## config.mk

```make
export PLATFORM = sky130hd
export DESIGN_NAME = randomizer_parm
export DESIGN_NICKNAME = d
export VERILOG_FILES = /design/src/rtl/rand_pkg.sv /design/src/rtl/rand_lfsr_step.sv /design/src/rtl/randomizer_parm.sv
export SDC_FILE = /design/constraint.sdc
export NUM_CORES = 1
export LEC_CHECK = 0
export CAP_MARGIN = 20
export CORE_AREA = 2 2 45 47
export DETAILED_ROUTE_END_ITERATION = 16
export DIE_AREA = 0 0 47 49
export DONT_BUFFER_PORTS = 1
export GPL_TIMING_DRIVEN = 0
export SYNTH_ARGS = -nofsm -noshare
export SYNTH_HDL_FRONTEND = slang
export SYNTH_HIERARCHICAL = 1
export SYNTH_SLANG_ARGS = --single-unit
```

## constraint.sdc

```tcl
create_clock -name clk -period 1.3 [get_ports clk]
set_input_delay 0.325 -clock clk [delete_from_list [all_inputs] [get_ports clk]]
set_output_delay 0.325 -clock clk [all_outputs]
set_load 0.03 [all_outputs]
```

## src/rtl/rand_pkg.sv

```systemverilog
// Shared constants and the single-step PRBS helper for the 802.16 data randomizer.
// Generator polynomial is 1 + x^14 + x^15.
package rand_pkg;

  localparam int unsigned LFSR_LEN = 15;
  localparam int unsigned TAP_A    = 14;
  localparam int unsigned TAP_B    = 15;

  // Stage k lives at vect[LFSR_LEN-k]; returns {next_state, p}.
  function automatic logic [LFSR_LEN:0] prbs_step(input logic [LFSR_LEN-1:0] state);
    logic p;
    p = state[LFSR_LEN-TAP_A] ^ state[LFSR_LEN-TAP_B];
    return {p, state[LFSR_LEN-1:1], p};
  endfunction

endpackage

```

## src/rtl/rand_lfsr_step.sv

```systemverilog
// Combinational W-step unrolled PRBS chain: bit j is scrambled with the state after j steps.
module rand_lfsr_step
  import rand_pkg::*;
#(
  parameter int unsigned W = 1
) (
  input  logic [LFSR_LEN-1:0] state,
  input  logic [W-1:0]        in_bits,
  output logic [LFSR_LEN-1:0] next_state,
  output logic [W-1:0]        out_bits
);

  logic [LFSR_LEN-1:0] s;
  logic [LFSR_LEN:0]   r;

  always_comb begin
    s        = state;
    r        = '0;
    out_bits = '0;
    for (int j = 0; j < W; j++) begin
      r           = prbs_step(s);
      out_bits[j] = in_bits[j] ^ r[0];
      s           = r[LFSR_LEN:1];
    end
    next_state = s;
  end

endmodule

```

## src/rtl/randomizer_parm.sv

```systemverilog
// IEEE 802.16 OFDM data randomizer/de-randomizer, W bits per clock, 1-cycle registered latency.
// Priority: reset, then reload (drops the cycle's data), then in_valid.
module randomizer_parm
  import rand_pkg::*;
#(
  parameter int unsigned W = 1
) (
  input  logic                clk,
  input  logic                reset,
  input  logic [W-1:0]        in_bits,
  input  logic                in_valid,
  output logic [W-1:0]        out_bits,
  output logic                out_valid,
  input  logic [LFSR_LEN-1:0] rand_iv,
  input  logic                reload
);

  logic [LFSR_LEN-1:0] vect;
  logic [LFSR_LEN-1:0] vect_d;
  logic [LFSR_LEN-1:0] step_state;
  logic [W-1:0]        step_out;
  logic [W-1:0]        out_bits_q, out_bits_d;
  logic                out_valid_q, out_valid_d;

  rand_lfsr_step #(
    .W (W)
  ) u_step (
    .state      (vect),
    .in_bits    (in_bits),
    .next_state (step_state),
    .out_bits   (step_out)
  );

  always_comb begin
    vect_d      = vect;
    out_bits_d  = out_bits_q;
    out_valid_d = 1'b0;
    if (reload) begin
      vect_d = rand_iv;
    end else if (in_valid) begin
      vect_d      = step_state;
      out_bits_d  = step_out;
      out_valid_d = 1'b1;
    end
  end

  always_ff @(posedge clk) begin
    if (!reset) begin
      vect        <= '0;
      out_bits_q  <= '0;
      out_valid_q <= 1'b0;
    end else begin
      vect        <= vect_d;
      out_bits_q  <= out_bits_d;
      out_valid_q <= out_valid_d;
    end
  end

  assign out_bits  = out_bits_q;
  assign out_valid = out_valid_q;

endmodule

```

==> run metrics, run 1 <==
outcome=completed; number of detailed-routing iterations run before antenna repair=2; max frequency=890 MHz; worst slack on hold paths=0.164 ns; footprint of the flip-flops and latches=340 um^2; number of synthesized flops with an enable pin=0; Synth warnings=6; Syn Inst Count=89; Yosys cell types=16; number of register bits inferred by synthesis=17; total half-perimeter wirelength after legalization and detailed placement=1010 um; DIE AREA=2300 um^2; top cells by count, synth=dfxtp_1, mux2i_1, a21oi_1, o21ai_0, buf_4; DRT iter0 DRCs=4; hold violation total from the final report=0; average detailed-routed wire length per instance=11.1 um; endpoint required time on the critical path=0.98 ns; cts-stage hold buffer count=0; fraction of post-synthesis cell area in the top cell type by area=39.4%; Starting Density=46.9%; post-synth design cell area=863 um^2; clock latency on the worst-skew pair=0.29 ns; post-cts repair resize count=0; proportion of synthesized chip area in sequential cells=39.4%; register-to-register setup slack=0.22 ns; post-layout instance area=923 um^2; clock edge transition at the registers on the reported setup and hold paths=0.10 ns; Routed WL=1330 um; Synth Flop Type=dfxtp_1; CP Launch Type=flip-flop; maximum fanout along the worst path=2; actual transition at the worst max-transition pin=0.435 ns; global routing usage summed across all routing layers=14.4%; MaxCap Viol Count=0; Worst Hold Class=primary input to flip-flop; Floorplan Core Area=1840 um^2; total via count after detailed routing=569; slack of the critical path=0.177 ns; fraction of layout instances using a drive strength above 1=24.7%; Post-CTS Setup Repair Bufs=0; count of antenna diodes in the layout=0; fraction of met3 tracks used by global routing=4.81%; final worst path period share=86.4%; Worst R2R Start=vect[0]; Port-buffer cells=0; Root Buffer Master=clkbuf_4; count of cells along the worst hold path=2; number of global-route vias before repair=557; Die X=47 um; synthesis-to-layout area growth=6.96%; endpoint arrival time on the critical path=0.80 ns; worst ir drop on vdd=0.561 mV; largest net degree at the start of global routing=11; number of cell instances on the worst register-to-register path=3; total I/O pin count=22; number of vias per cell after detailed routing=4.74; met2 capacity usage during global routing=19.2%; clock tree from TritonCTS=done; area occupied by multi-input gates=364 um^2; unrepaired setup endpoints after global routing=no; clock sinks=17; Residual DRC=0; crit end category=primary output; number of nets still failing antenna checks after routing=0; GR Overflow Total=0; Synthesized Nets=109; placement-stage worst setup slack=0.228 ns; largest area contributor in the netlist=dfxtp_1; global routing's busiest layer=met1; number of cells on the critical path=0; number of antenna violations at the first check in global routing=0; minimum clock period=1.12 ns; number of max-slew violations in the final report=0; met1 demand-to-capacity share in global routing=19.7%; Placed Instance Area=897 um^2; Rows=16; worst relative slew slack=71.0%; leading cell type by number of instances after synthesis=dfxtp_1; Reg2Reg Capture Point=out_bits; leakage power figure=0.000418 uW; layout filler cell count=194; share of flip-flops with an asynchronous set or reset=0%; power density of the placed cells=1120 nW/um^2; capture point of the worst path=out_bits; placer's final routability congestion estimate=0.655; Post-Synthesis Mean Instance Area=9.70 um^2; top post-synthesis cells by area=dfxtp_1, mux2i_1, buf_4, a21oi_1, o21ai_0; die extent in y=49 um; count of final setup violators=0; kind of critical path=flip-flop to primary output; maximum number of buffers from clock root to sink=2; number of buffers created by CTS=3; total negative slack for setup checks=0 ns; Critical Path Source=out_bits; H-tree level count=1; clk_skew=0.00405 ns; global-route wire length before repair=2350 um; number of nets in the final layout=114; final cell utilization of the core=50.1%
## area by class of cell
class / instances / share of cell area (%)
Tap cell: 27 / 3.66
Buffer: 20 / 16.8
Clock buffer: 4 / 2.85
Inverter: 1 / 0.407
Multi-Input combinational cell: 51 / 39.4
Sequential cell: 17 / 36.9
## logic make-up (layout without fill, tap and decap cells)
kind of cell           after synthesis  in the layout  synth area share (%)
AO/OA/AOI/OAI                       30             30                  17.4
buffers and inverters               21             25                  18.4
flip-flops                          17             17                  39.4
multiplexers                        16             16                  18.6
AND/OR/NAND/NOR                      3              3                  2.46
XOR/XNOR                             2              2                  3.77
## flip-flops by register name, indices dropped and copies added (netlist names)
register / count
out_bits: 1
out_valid: 1
vect: 15
## metrics by stage
step	total power, uW	instances
2_1_floorplan	749	89
3_3_place_gp	770	116
3_5_place_dp	773	116
4_1_cts	1060	120
5_1_grt	1110	120
6_report	1040	120
## cells in the final DEF, fill, tap and decap left out, drive strengths merged
cell and n:
xor3 1, dfxtp 17, inv 1, o21ai 15, clkbuf 6, and2 1
and2b 1, xor2 1, mux2i 16, nor2b 1, a21oi 15, buf 18
## where the power goes
part | switching (uW) | total [uW] | leakage, uW | internal [uW]
Combinational | 64.6 | 169 | 0.000262 | 105
Clock | 160 | 279 | 0.0000150 | 119
Sequential | 27.8 | 587 | 0.000141 | 559
## routing by layer
metal	vias up	routed length, um
met2	15	620
met1	249	597
met5	-	0
met3	2	104
met4	0	12
li1	303	-
## how the worst min path moves through the flow
stage / to / slack (ns) / startpoint
2_1_floorplan: out_bits / 0.45 / reset
3_3_place_gp: out_bits / 0.46 / reset
3_5_place_dp: out_bits / 0.46 / reset
4_1_cts: vect[10] / 0.15 / reset
5_1_grt: vect[10] / 0.14 / reset
6_report: vect[9] / 0.16 / reset
Note: power is estimated with default switching activity, not from simulation.
==> run 2, diff against run 1 <==
- CAP_MARGIN: 20 -> default
==> results of run 2 <==
No change in the layout: final DEF, timing and power equal those of run 1.
